### src/rtl/led_pattern_engine.sv
// LED pattern generator: rotate-left/right, ping-pong and bar-fill with prescaled advance.
// Optional PWM brightness control is enabled by defining LED_PATTERN_PWM_EN.
module led_pattern_engine #(
  parameter int unsigned LED_W = 8,
  parameter int unsigned CNT_W = 24
) (
  input  logic             clock,
  input  logic             reset,
  input  logic [1:0]       mode,
  input  logic [1:0]       speed,
  input  logic             pause,
  input  logic             step,
`ifdef LED_PATTERN_PWM_EN
  input  logic [3:0]       bright,
`endif
  output logic [LED_W-1:0] led,
  output logic             tick,
  output logic             wrap
);

  typedef enum logic [1:0] {ModeRotL = 2'b00, ModeRotR = 2'b01, ModePing = 2'b10,
                            ModeBar = 2'b11} mode_e;
  typedef enum logic {DirUp = 1'b0, DirDown = 1'b1} dir_e;

  localparam logic [CNT_W-1:0] CntMax = '1;
  localparam logic [LED_W-1:0] PatLsb  = LED_W'(1);
  localparam logic [LED_W-1:0] PatMsb  = PatLsb << (LED_W - 1);
  localparam logic [LED_W-1:0] PatOnes = '1;

  logic [CNT_W-1:0] cnt_q, cnt_d, tc;
  logic [LED_W-1:0] pat_q, pat_d;
  mode_e            mode_q, mode_d, mode_in;
  dir_e             dir_q, dir_d;
  logic             tick_q, wrap_q, wrap_d;
  logic             at_tc, adv, pat_onehot;

  function automatic logic [LED_W-1:0] init_pat(input mode_e m);
    return (m == ModeRotR) ? PatMsb : PatLsb;
  endfunction

  // Terminal count shrinks by 4x per speed step; >= lets a lowered TC take effect at once.
  assign tc      = CntMax >> {speed, 1'b0};
  assign at_tc   = (cnt_q >= tc);
  assign adv     = pause ? step : at_tc;
  assign cnt_d   = pause ? cnt_q : (at_tc ? '0 : cnt_q + CNT_W'(1));
  assign mode_in = mode_e'(mode);

  assign pat_onehot = (pat_q != '0) && ((pat_q & (pat_q - PatLsb)) == '0);

  always_comb begin
    pat_d  = pat_q;
    dir_d  = dir_q;
    mode_d = mode_q;
    wrap_d = 1'b0;
    if (mode_in != mode_q) begin
      mode_d = mode_in;
      pat_d  = init_pat(mode_in);
      dir_d  = DirUp;
    end else if (mode_q != ModeBar && !pat_onehot) begin
      // Recover from a corrupted one-hot state.
      pat_d = init_pat(mode_q);
      dir_d = DirUp;
    end else begin
      unique case (mode_q)
        ModeRotL: begin
          pat_d  = {pat_q[LED_W-2:0], pat_q[LED_W-1]};
          wrap_d = pat_q[LED_W-1];
        end
        ModeRotR: begin
          pat_d  = {pat_q[0], pat_q[LED_W-1:1]};
          wrap_d = pat_q[0];
        end
        ModePing: begin
          if (dir_q == DirUp) begin
            if (pat_q[LED_W-1]) begin
              pat_d = pat_q >> 1;
              dir_d = DirDown;
            end else begin
              pat_d = pat_q << 1;
              if (pat_q[LED_W-2]) dir_d = DirDown;
            end
          end else begin
            if (pat_q[0]) begin
              pat_d = pat_q << 1;
              dir_d = DirUp;
            end else begin
              pat_d = pat_q >> 1;
              if (pat_q[1]) begin
                dir_d  = DirUp;
                wrap_d = 1'b1;
              end
            end
          end
        end
        ModeBar: begin
          if (pat_q == PatOnes) begin
            pat_d  = '0;
            wrap_d = 1'b1;
          end else begin
            pat_d = (pat_q << 1) | PatLsb;
          end
        end
      endcase
    end
  end

  always_ff @(posedge clock or negedge reset) begin
    if (!reset) begin
      cnt_q  <= '0;
      pat_q  <= PatLsb;
      mode_q <= ModeRotL;
      dir_q  <= DirUp;
      tick_q <= 1'b0;
      wrap_q <= 1'b0;
    end else begin
      cnt_q  <= cnt_d;
      tick_q <= adv;
      wrap_q <= adv & wrap_d;
      if (adv) begin
        pat_q  <= pat_d;
        mode_q <= mode_d;
        dir_q  <= dir_d;
      end
    end
  end

`ifdef LED_PATTERN_PWM_EN
  logic [3:0]       pwm_cnt_q;
  logic [LED_W-1:0] led_q;

  always_ff @(posedge clock or negedge reset) begin
    if (!reset) begin
      pwm_cnt_q <= 4'd0;
      led_q     <= PatLsb;
    end else begin
      pwm_cnt_q <= pwm_cnt_q + 4'd1;
      led_q     <= (adv ? pat_d : pat_q) & {LED_W{pwm_cnt_q < bright}};
    end
  end

  assign led = led_q;
`else
  assign led = pat_q;
`endif

  assign tick = tick_q;
  assign wrap = wrap_q;

endmodule

### config.mk
export PLATFORM = sky130hd
export DESIGN_NAME = led_pattern_engine
export DESIGN_NICKNAME = d
export VERILOG_FILES = /design/src/rtl/led_pattern_engine.sv
export SDC_FILE = /design/constraint.sdc
export NUM_CORES = 1
export LEC_CHECK = 0
export BUFFER_PORTS_ARGS = -buffer_cell sky130_fd_sc_hd__buf_4
export CAP_MARGIN = 5
export CORE_ASPECT_RATIO = 1.25
export CORE_MARGIN = 5
export CORE_UTILIZATION = 35
export DETAILED_ROUTE_END_ITERATION = 8
export SETUP_SLACK_MARGIN = 0.05
export SLEW_MARGIN = 20
export SYNTH_ARGS = -nofsm -noshare
export SYNTH_HDL_FRONTEND = slang
export SYNTH_SLANG_ARGS = --single-unit
### constraint.sdc
create_clock -name clock -period 5.6 [get_ports clock]
set_input_delay 0.28 -clock clock [delete_from_list [all_inputs] [get_ports clock]]
set_output_delay 0.28 -clock clock [all_outputs]
set_load 0.02 [all_outputs]
==> results.md, run 1 <==
* Count leader, synth: dfrtp_1
* First-iteration detailed-routing DRC count at 71
* Vias/cell at 5.28
* N_diodes at 0
* Clk_lat worst skew at roughly 0.29 ns
* Area contributors post-synth: dfrtp_1, xor2_1, nor2_1, nand2_1, ha_1
* Hold Crit Start: mode[1]
* Final Slew Violations at 0
* Worst hold path type: primary input to flop
* Cell variety after synth at 51
* Ys flop type: dfrtp_1
* Largest family of logic cells by synthesized area: simple AND/OR/NAND/NOR gates
* Post-synth top area share at 0.385
* Port Buf Inserts at 17
* Flops & latches, synth at 37
* Flop2flop setup slack at around 2.9 ns
* Longest Clk Path Bufs at 2
* Worst path cell trace: ha_1, a211oi_1, o221ai_1, a311oi_2, or2_1, inv_1, nand2_1, nand2_1
* GRT Total Usage at 0.130
* Setup CP Type: flop to flop
* Placer congestion estimate at 0.815
* Worst flop-to-flop path startpoint: cnt_q[21]$_DFFE_PN0N_
* DRC errors left at 0
* Initial antenna violation count at 0
* Outcome: finished, final reports clean
* EDFF count, synth at 0
* WP data required at 5.78 ns
* Crit-path max FO at 20
* Max Clock Freq at 0.377 GHz
* Largest stage delay, worst path at 0.63 ns
* Initial Util at 0.359
* Final HPWL from detailed placement at 3690 um
* Total power divided by cell area at between 200 and 300 nW/um2
* Leakage at 1.13 nW
* Worst Hold Path EP: mode_q[1]$_DFFE_PN0P_
* Synth Area in Adders at 0.0374
* Number of max-cap violations at 0
* Most used cell along the critical path: nand2_1
* H-tree Lvls at 2
* Cts bufs inserted at 5
* Top cells by count, synth: dfrtp_1, nor2_1, nand2_1
* Syn nets at 273
* XOR/XNOR share of the synthesized area at 0.0860
* Ports at 18
* WHS Path Cells at 3
* Avg Cell Area, Syn at around 9.1 um2
* CP Launch Type: flop
* Number of global-route vias before repair at 1958
* Syn Std Cell Area at roughly 2300 um2
* Area fraction in compound gates after synthesis at 0.184
* Clock root buffer: clkbuf_8
* Final worst path period need at around 2.7 ns
* CTS tree: built
* First-pass GRT wire length at 9000 um
* Crit-path slowest cell: or2_1
* Worst-margin pin slew at 0.920 ns
* Asr flop ratio synth at 1.00
* Fin area at 2640 um2
* Yosys warnings at 0
* Routed wire length at approximately 5200 um
* Simple-gate share of the synthesized area at 0.249
* NumNets Final at roughly 280
* Pre-antenna DRT Iters at 4
* Fraction of layout cells with a size suffix above 1 at 0.145
* Synth Instances at between 200 and 300
* Hold buffers post-CTS at 1
* Die width at 83.2 um
* Reg-to-reg endpoint: mode_q[1]$_DFFE_PN0P_
* Grt ovf at 0
* Die H at 101 um
* Clock Skews at about 0.0043 ns
* Final worst slack at 2.95 ns
* Cell taking the most area after synthesis: dfrtp_1
* Mux contribution to synthesized area at 0.00962
* Fin. Hold Viols at 0
* Row count at 33
* Layout area overhead at 12.8%
* Rel. slew slack at 0.382
* Via count at ~1900
* Die area at 8440 um2
* Clock slew at reported path FFs at 0.07 ns
* Post-CTS sizing at 0
* Core Region at 6520 um2
* Largest net degree at the start of global routing at 38
* Final count of negative-setup-slack endpoints at 0
* Unrepaired setup endpoints after global routing: no
* Post-route clock period utilization at 0.474
* VDD IR-drop max at 0.000129 V
* ANT nets after route at 0
* Placed cell area at 2520 um2
* Postcts setup bufs at 0
* Pre-CTS WS at 2.73 ns
* Crit end category: flop
* Critical path arrival at 2.84 ns
* Setup TNS at 0 ns
* Reg2Reg Depth at 8
* TritonCTS Sinks at 37
* Drt wl/cell at 14.7 um
* Sequential fraction of the synthesis area at 0.396
[worst max-delay path by stage]
stage / start / endpoint / slack, ns / depth (start not counted)
after global placement: speed[0] / mode_q[1]$_DFFE_PN0P_ / 2.85 / 10
final: cnt_q[21]$_DFFE_PN0N_ / mode_q[1]$_DFFE_PN0P_ / 2.95 / 8
after CTS: cnt_q[21]$_DFFE_PN0N_ / mode_q[1]$_DFFE_PN0P_ / 2.92 / 8
after floorplan: speed[0] / led[6]$_DFFE_PN0P_ / 3.27 / 10
after global routing: cnt_q[21]$_DFFE_PN0N_ / mode_q[1]$_DFFE_PN0P_ / 2.75 / 8
after detailed placement: speed[0] / mode_q[1]$_DFFE_PN0P_ / 2.73 / 10
[where the power goes]
part / total [W] / switching, W / leakage, nW / internal [W]
logic: 0.000149 / 0.0000800 / 0.584 / 0.0000692
clock network: 0.000242 / 0.0000964 / 0.0585 / 0.000145
registers: 0.000344 / 0.0000491 / 0.492 / 0.000295
[registers in the layout, indices dropped and copies added (netlist names)]
name    count
mode_q      2
tick        1
led         8
cnt_q      24
dir_q       1
wrap        1
[logic make-up (layout without fill, tap and decap cells)]
family,count (synthesis),in the layout
adder cells (fa/ha/maj),7,7
AND/OR/NAND/NOR,114,114
XOR/XNOR,23,23
AO/OA/AOI/OAI,54,54
multiplexers,2,2
buffers and inverters,21,32
flip-flops,37,37
[worst max-delay path: cells and delay by family (launching register included)]
family / cells / cell delay, ns
AOI/OAI and AO/OA: 3 / 0.87
adders and majority gates: 1 / 0.31
buffers and inverters: 1 / 0.16
and+or+nand+nor: 3 / 0.78
DFF: 1 / 0.42
[placed cells by master (no fill, tap or decap), types with 3 or more instances in the layout]
cell      count
nor2_1       31
xnor2_1       8
clkbuf_8      6
and3_1        3
xor2_1       15
a211oi_1      4
nand2_1      30
a22oi_1       6
and4_1        3
inv_1         5
a22o_1        4
dfrtp_1      36
nand4_1       9
buf_4        18
nor2b_1       6
ha_1          7
nor3_1        8
o21ai_0      11
o31ai_1       8
nand3_1       6
a21oi_1       3
[per-layer routing]
metal,GRT usage,share of wire
met1,0.155,0.46
met2,0.227,0.50
met3,0.0277,0.020
met4,0.0616,0.018
met5,0,0
[per-stage QoR]
| stage | hold slack, ns | power [W] | cells | utilization |
|---|---|---|---|---|
| after floorplan | -0.0156 | 0.000451 | 258 | - |
| after global routing | 0.244 | 0.000779 | 356 | 0.405 |
| final | 0.237 | 0.000735 | 356 | 0.405 |
| after detailed placement | 0.287 | 0.000499 | 347 | 0.386 |
| after global placement | 0.280 | 0.000497 | 347 | 0.386 |
| after CTS | 0.223 | 0.000746 | 356 | 0.405 |
[layout make-up]
class | count | area (um2)
sequential | 37 | 927
clock buffer | 7 | 86.3
fill | 678 | 3880
clock inverter | 1 | 30.0
inverter | 5 | 18.8
multi-input combinational | 200 | 1330
tap | 87 | 109
timing repair buffer | 19 | 145
(Power assumes the default switching activity.)
==> inputs of run 2 (changes only) <==
--- a/config.mk
+++ b/config.mk
@@ -5,6 +5,7 @@
 export SDC_FILE = /design/constraint.sdc
 export NUM_CORES = 1
 export LEC_CHECK = 0
+export ABC_AREA = 1
 export BUFFER_PORTS_ARGS = -buffer_cell sky130_fd_sc_hd__buf_4
 export CAP_MARGIN = 5
 export CORE_ASPECT_RATIO = 1.25
==> constraint.sdc (replaced) <==
create_clock -name clock -period 2.35 [get_ports clock]
set_input_delay 0.1175 -clock clock [delete_from_list [all_inputs] [get_ports clock]]
set_output_delay 0.1175 -clock clock [all_outputs]
set_load 0.02 [all_outputs]
==> results.md, run 2 <==
* EDFF count, synth at 0
* ANT nets after route at 0
* Pre-antenna DRT Iters at 4
* Top cells by count, synth: nand2_1, nor2_1, dfrtp_1
* Biggest register: cnt_q
* Sequential fraction of the synthesis area at 0.375
* VDD IR-drop max at 0.000379 V
* Cell taking the most area after synthesis: dfrtp_1
* Commonest non-fill, non-tap cells in the layout: nand2_1, nor2_1, dfrtp_1, inv_1, nand3_1
* H-tree Lvls at 2
* Worst flop-to-flop path startpoint: cnt_q[22]$_DFFE_PN0N_
* Postcts setup bufs at 0
* Max Clock Freq at 0.527 GHz
* Number of max-cap violations at 0
* Rel. slew slack at 0.678
* Final Slew Violations at 0
* Setup TNS at 0 ns
* Worst hold path type: primary input to flop
* TritonCTS Sinks at 37
* Post-route insts no fill at 453
* Layout area overhead at 12.8%
* Crit-path max FO at 17
* Placer congestion estimate at 0.890
* Core Region at about 6900 um2
* Cts bufs inserted at 5
* Final worst path period need at around 1.9 ns
* Critical path arrival at 2.11 ns
* Ys flop type: dfrtp_1
* Commonest non-fill, non-tap cell in the layout: nand2_1
* Grt ovf at 0
* Post-CTS sizing at 0
* Unrepaired setup endpoints after global routing: no
* Die area at 8850 um2
* Ports at 18
* Number of global-route vias before repair at roughly 2200
* Largest register FFs at 24
* Avg Cell Area, Syn at slightly above 7 um2
* Asr flop ratio synth at 1.00
* NumNets Final at 377
* First-iteration detailed-routing DRC count at 86
* Largest net degree at the start of global routing at 38
* GRT Total Usage at 0.139
* Longest Clk Path Bufs at 2
* Fin. Hold Viols at 0
* Reg2Reg Depth at 10
* Clock root buffer: clkbuf_8
* Max layer used: met4
* Crit end category: flop
* Die H at about 100 um
* Syn Std Cell Area at 2470 um2
* Final HPWL from detailed placement at 4280 um
* Flops & latches, synth at 37
* Dpl cells at around 440
* Initial Util at 0.356
* Routed wire length at ~5700 um
* Critical path launch point: cnt_q[22]$_DFFE_PN0N_
* Outcome: finished, final reports clean
* Via count at 2200
* Clk_lat worst skew at roughly 0.29 ns
* Row count at 34
* Layout Utilization at 0.402
* Total power divided by cell area at approximately 690 nW/um2
* Die width at about 85 um
* Detail Route met2 WL at a little under 3000 um
* DRC errors left at 0
* Drt wl/cell at approximately 13 um
* Worst-margin pin slew at 0.483 ns
* Clock slew at reported path FFs at 0.08 ns
* Synth Instances at 340
* CP Launch Type: flop
* N_diodes at 0
* Leakage at 1.35 nW
* Met1 WL at 2500 um
* Final count of negative-setup-slack endpoints at 0
* Cell variety after synth at 35
* Area contributors post-synth: dfrtp_1, nand2_1, nor2_1, nand3_1, inv_1
* Count leader, synth: nand2_1
* Yosys warnings at 0
* CTS tree: built
* Setup CP Type: flop to flop
* Fraction of layout cells with a size suffix above 1 at 0.168
* Vias/cell at 4.86
* Met3 routed WL at about 140 um
* Clock Skews at around 0.0093 ns
* Flop2flop setup slack at 0.45 ns
* Port Buf Inserts at 17
* First-pass GRT wire length at 10200 um
* Post-route clock period utilization at 0.808
* WP data required at 2.56 ns
* Reg-to-reg endpoint: cnt_q[9]$_DFFE_PN0N_
* Initial antenna violation count at 0
* Post-synth top area share at 0.365
* Syn nets at 355
* Worst setup path endpoint: cnt_q[9]$_DFFE_PN0N_
## run 2: worst min path at each step
stage | startpoint | endpoint | depth (start not counted)
finish | mode[1] | mode_q[1]$_DFFE_PN0P_ | 3
global route | mode[1] | mode_q[1]$_DFFE_PN0P_ | 3
CTS | mode[1] | mode_q[1]$_DFFE_PN0P_ | 3
detailed placement | reset | cnt_q[4]$_DFFE_PN0N_ | 1
global placement | reset | cnt_q[5]$_DFFE_PN0N_ | 1
floorplan | reset | cnt_q[0]$_DFFE_PN0N_ | 0
## run 2: layer usage
metal	GRT usage	vias to the layer above
met3	0.0198	12
met2	0.247	33
li1	-	1122
met5	0	-
met4	0.0532	0
met1	0.166	1033
## run 2: kinds of logic (layout without fill, tap and decap cells)
kind of cell,after synthesis,in the layout,share of synthesized area
adders and majority gates,7,7,0.0354
xor gates and xnor gates,16,16,0.0567
DFF,37,37,0.375
buffers and inverters,38,61,0.0628
AOI/OAI and AO/OA,29,29,0.0694
and+or+nand+nor,213,213,0.401
## run 2: worst max-delay path: stages (launching register included)
cell and delay [ns]:
dfrtp_1 0.42, ha_1 0.32, nand2_1 0.09, inv_1 0.04, nand2_1 0.05, nand2_1 0.04, nor2_1 0.15, nand2_1 0.08
nand2_2 0.21, inv_2 0.20, nor3b_1 0.21
## run 2: cell type report
cell class | instances | area, um2
Timing Repair Buffer | 18 | 138
Fill cell | 738 | 4150
Tap cell | 90 | 113
Multi-Input combinational cell | 265 | 1390
Inverter | 35 | 131
Clock buffer | 8 | 90.1
Sequential cell | 37 | 927
## run 2: power by group
part	total, W	internal (W)	switching (W)
Combinational	0.000623	0.000229	0.000394
Clock	0.000463	0.000239	0.000224
Sequential	0.000839	0.000724	0.000115
## run 2: repair_timing
action,in CTS,in global routing
endpoints found under the setup margin,0,0
endpoints found under the hold margin,36,0
hold buffers,1,0
## run 2: metrics by stage
step	hold slack, ns	power [W]	instance area, um2	setup slack [ns]
2_1_floorplan	-0.178	0.00129	2470	0.710
6_report	0.0584	0.00193	2790	0.451
5_1_grt	0.0843	0.00206	2790	0.185
4_1_cts	0.0533	0.00195	2790	0.423
3_3_place_gp	0.118	0.00147	2690	0.362
3_5_place_dp	0.123	0.00148	2690	0.309
==> inputs of run 3 (changes only) <==
==> constraint.sdc (replaced) <==
create_clock -name clock -period 1.8 [get_ports clock]
set_input_delay 0.09 -clock clock [delete_from_list [all_inputs] [get_ports clock]]
set_output_delay 0.09 -clock clock [all_outputs]
set_load 0.02 [all_outputs]
==> results.md, run 3 (same netlist as run 2, synthesis figures left out) <==
* Outcome: finished, final reports clean
* Die width at between 80 and 90 um
* DRC errors left at 0
* First-iteration detailed-routing DRC count at 75
* GRT Total Usage at 0.147
* TritonCTS Sinks at 37
* Via count at ~2300
* Comb power frac at 0.389
* Unrepaired setup endpoints after global routing: yes
* Sw frac at 0.388
* WHS at 0.0418 ns
* Longest Clk Path Bufs at 2
* VDD IR-drop max at 0.000426 V
* Fraction of layout cells with a size suffix above 1 at 0.319
* Number of global-route vias before repair at between 2000 and 2500
* Multi-input logic area at 1620 um2
* H-tree Lvls at 2
* Commonest non-fill, non-tap cells in the layout: nand2_1, nor2_1, buf_4, dfrtp_1, inv_1
* Cts bufs inserted at 5
* Switching Power at between 0.001 and 0.0015 W
* Biggest register: cnt_q
* Worst-margin pin slew at 0.551 ns
* Initial Util at 0.356
* NumNets Final at 407
* Crit end category: flop
* N_diodes at 0
* P_int at 0.00167 W
* Largest register FFs at 24
* Port Buf Inserts at 17
* Die area at 8850 um2
* Register area at about 930 um2
* Setup CP Type: flop to flop
* Grt ovf at 0
* Layout area overhead at 32.2%
* Final count of negative-setup-slack endpoints at 0
* Vias/cell at 4.87
* Final HPWL from detailed placement at 4690 um
* Commonest non-fill, non-tap cell in the layout: nand2_1
* Row count at 34
* Final worst slack at about 0.027 ns
* Number of fill cells at a little under 700
* Fin. Hold Viols at 0
* Pre-CTS WS at -0.111 ns
* Clock Skews at about 0.0062 ns
* Drt wl/cell at 13.4 um
* CP Launch Type: flop
* ANT nets after route at 0
* Critical path arrival at about 2.0 ns
* Initial antenna violation count at 0
* Core Region at 6930 um2
* Leakage at 1.51 nW
* Clock root buffer: clkbuf_8
* Routed wire length at 6450 um
* Sequential fraction of design power at 0.389
* Clock network power share at 0.222
* Post-route clock period utilization at 0.985
* Worst hold path type: primary input to flop
* Number of max-cap violations at 0
* Crit-path max FO at 6
* Final worst path period need at 1.77 ns
* Rel. slew slack at 0.632
* CTS tree: built
* Layout Utilization at 0.471
* WP data required at just under 2 ns
* Clk_lat worst skew at 0.29 ns
* Final Slew Violations at 0
* Largest net degree at the start of global routing at 38
* First-pass GRT wire length at 10700 um
* Placer congestion estimate at 0.930
* Ports at 18
* Clock slew at reported path FFs at roughly 0.08 ns
* Max Clock Freq at 0.564 GHz
* Pre-antenna DRT Iters at 4
* Total power divided by cell area at ~840 nW/um2
* Tot Pwr at 0.00273 W
* Die H at roughly 100 um
## run 3: final cells by class
class / instances / area share
multi-input cells: 266 / 0.495
flip-flops and latches: 37 / 0.284
repair buffers: 47 / 0.119
inverters: 35 / 0.0418
well taps: 90 / 0.0345
clock buffers: 7 / 0.0264
## run 3: what timing repair did
| item | CTS | global route |
|---|---|---|
| hold endpoints to repair | 36 | 0 |
| setup buffers | 2 | 3 |
| resized for setup | 3 | 48 |
| hold buffers | 1 | 0 |
| cloned | 0 | 1 |
| setup endpoints to repair | 12 | 36 |
| pin swaps | 2 | 16 |
## run 3: worst max-delay path: stages, from the launching register on
cell and delay (ns):
dfrtp_1 0.43, ha_4 0.29, nand2_1 0.05, nor2_1 0.10
nand2_1 0.06, nor2_1 0.12, nand2_1 0.10, nand2_2 0.12
nand2_8 0.10, buf_6 0.16, o21ai_0 0.07, nor2_1 0.05
## run 3: final timing paths
check / start / to / slack [ns] / cells past startpoint
setup / recovery: cnt_q[20]$_DFFE_PN0N_ / cnt_q[6]$_DFFE_PN0N_ / 0.03 / 11
hold / removal: mode[1] / mode_q[1]$_DFFE_PN0P_ / 0.04 / 3
setup reg to reg: cnt_q[20]$_DFFE_PN0N_ / cnt_q[6]$_DFFE_PN0N_ / 0.03 / 11
hold reg to reg: cnt_q[8]$_DFFE_PN0N_ / cnt_q[8]$_DFFE_PN0N_ / 0.54 / 2
max in group asynchronous: reset / led[0]$_DFFE_PN1P_ / 1.13 / 2
min in group asynchronous: reset / cnt_q[5]$_DFFE_PN0N_ / 0.30 / 2
## run 3: metrics by stage
step / instances / TNS (ns) / area [um2]
after detailed placement: 468 / -1.31 / 2890
after global routing: 482 / -2.40 / 3270
after floorplan: 340 / 0 / 2470
after global placement: 468 / -0.401 / 2890
after CTS: 478 / 0 / 3020
final: 482 / 0 / 3270
## run 3: power groups by stage
stage | clock, W | sequential [W] | combinational, W
floorplan | 0 | 0.00111 | 0.000583
CTS | 0.000622 | 0.00106 | 0.000983
detailed placement | 0 | 0.00107 | 0.000967
finish | 0.000606 | 0.00106 | 0.00106
global placement | 0 | 0.00107 | 0.000952
global route | 0.000643 | 0.00108 | 0.00117
## run 3: routing by layer
| layer | wire, um | GRT usage | vias up |
|---|---|---|---|
| met5 | 0 | 0 | - |
| met4 | 139 | 0.0520 | 0 |
| met3 | 217 | 0.0254 | 12 |
| met2 | 3550 | 0.270 | 45 |
| met1 | 2540 | 0.168 | 1104 |
| li1 | - | - | 1186 |
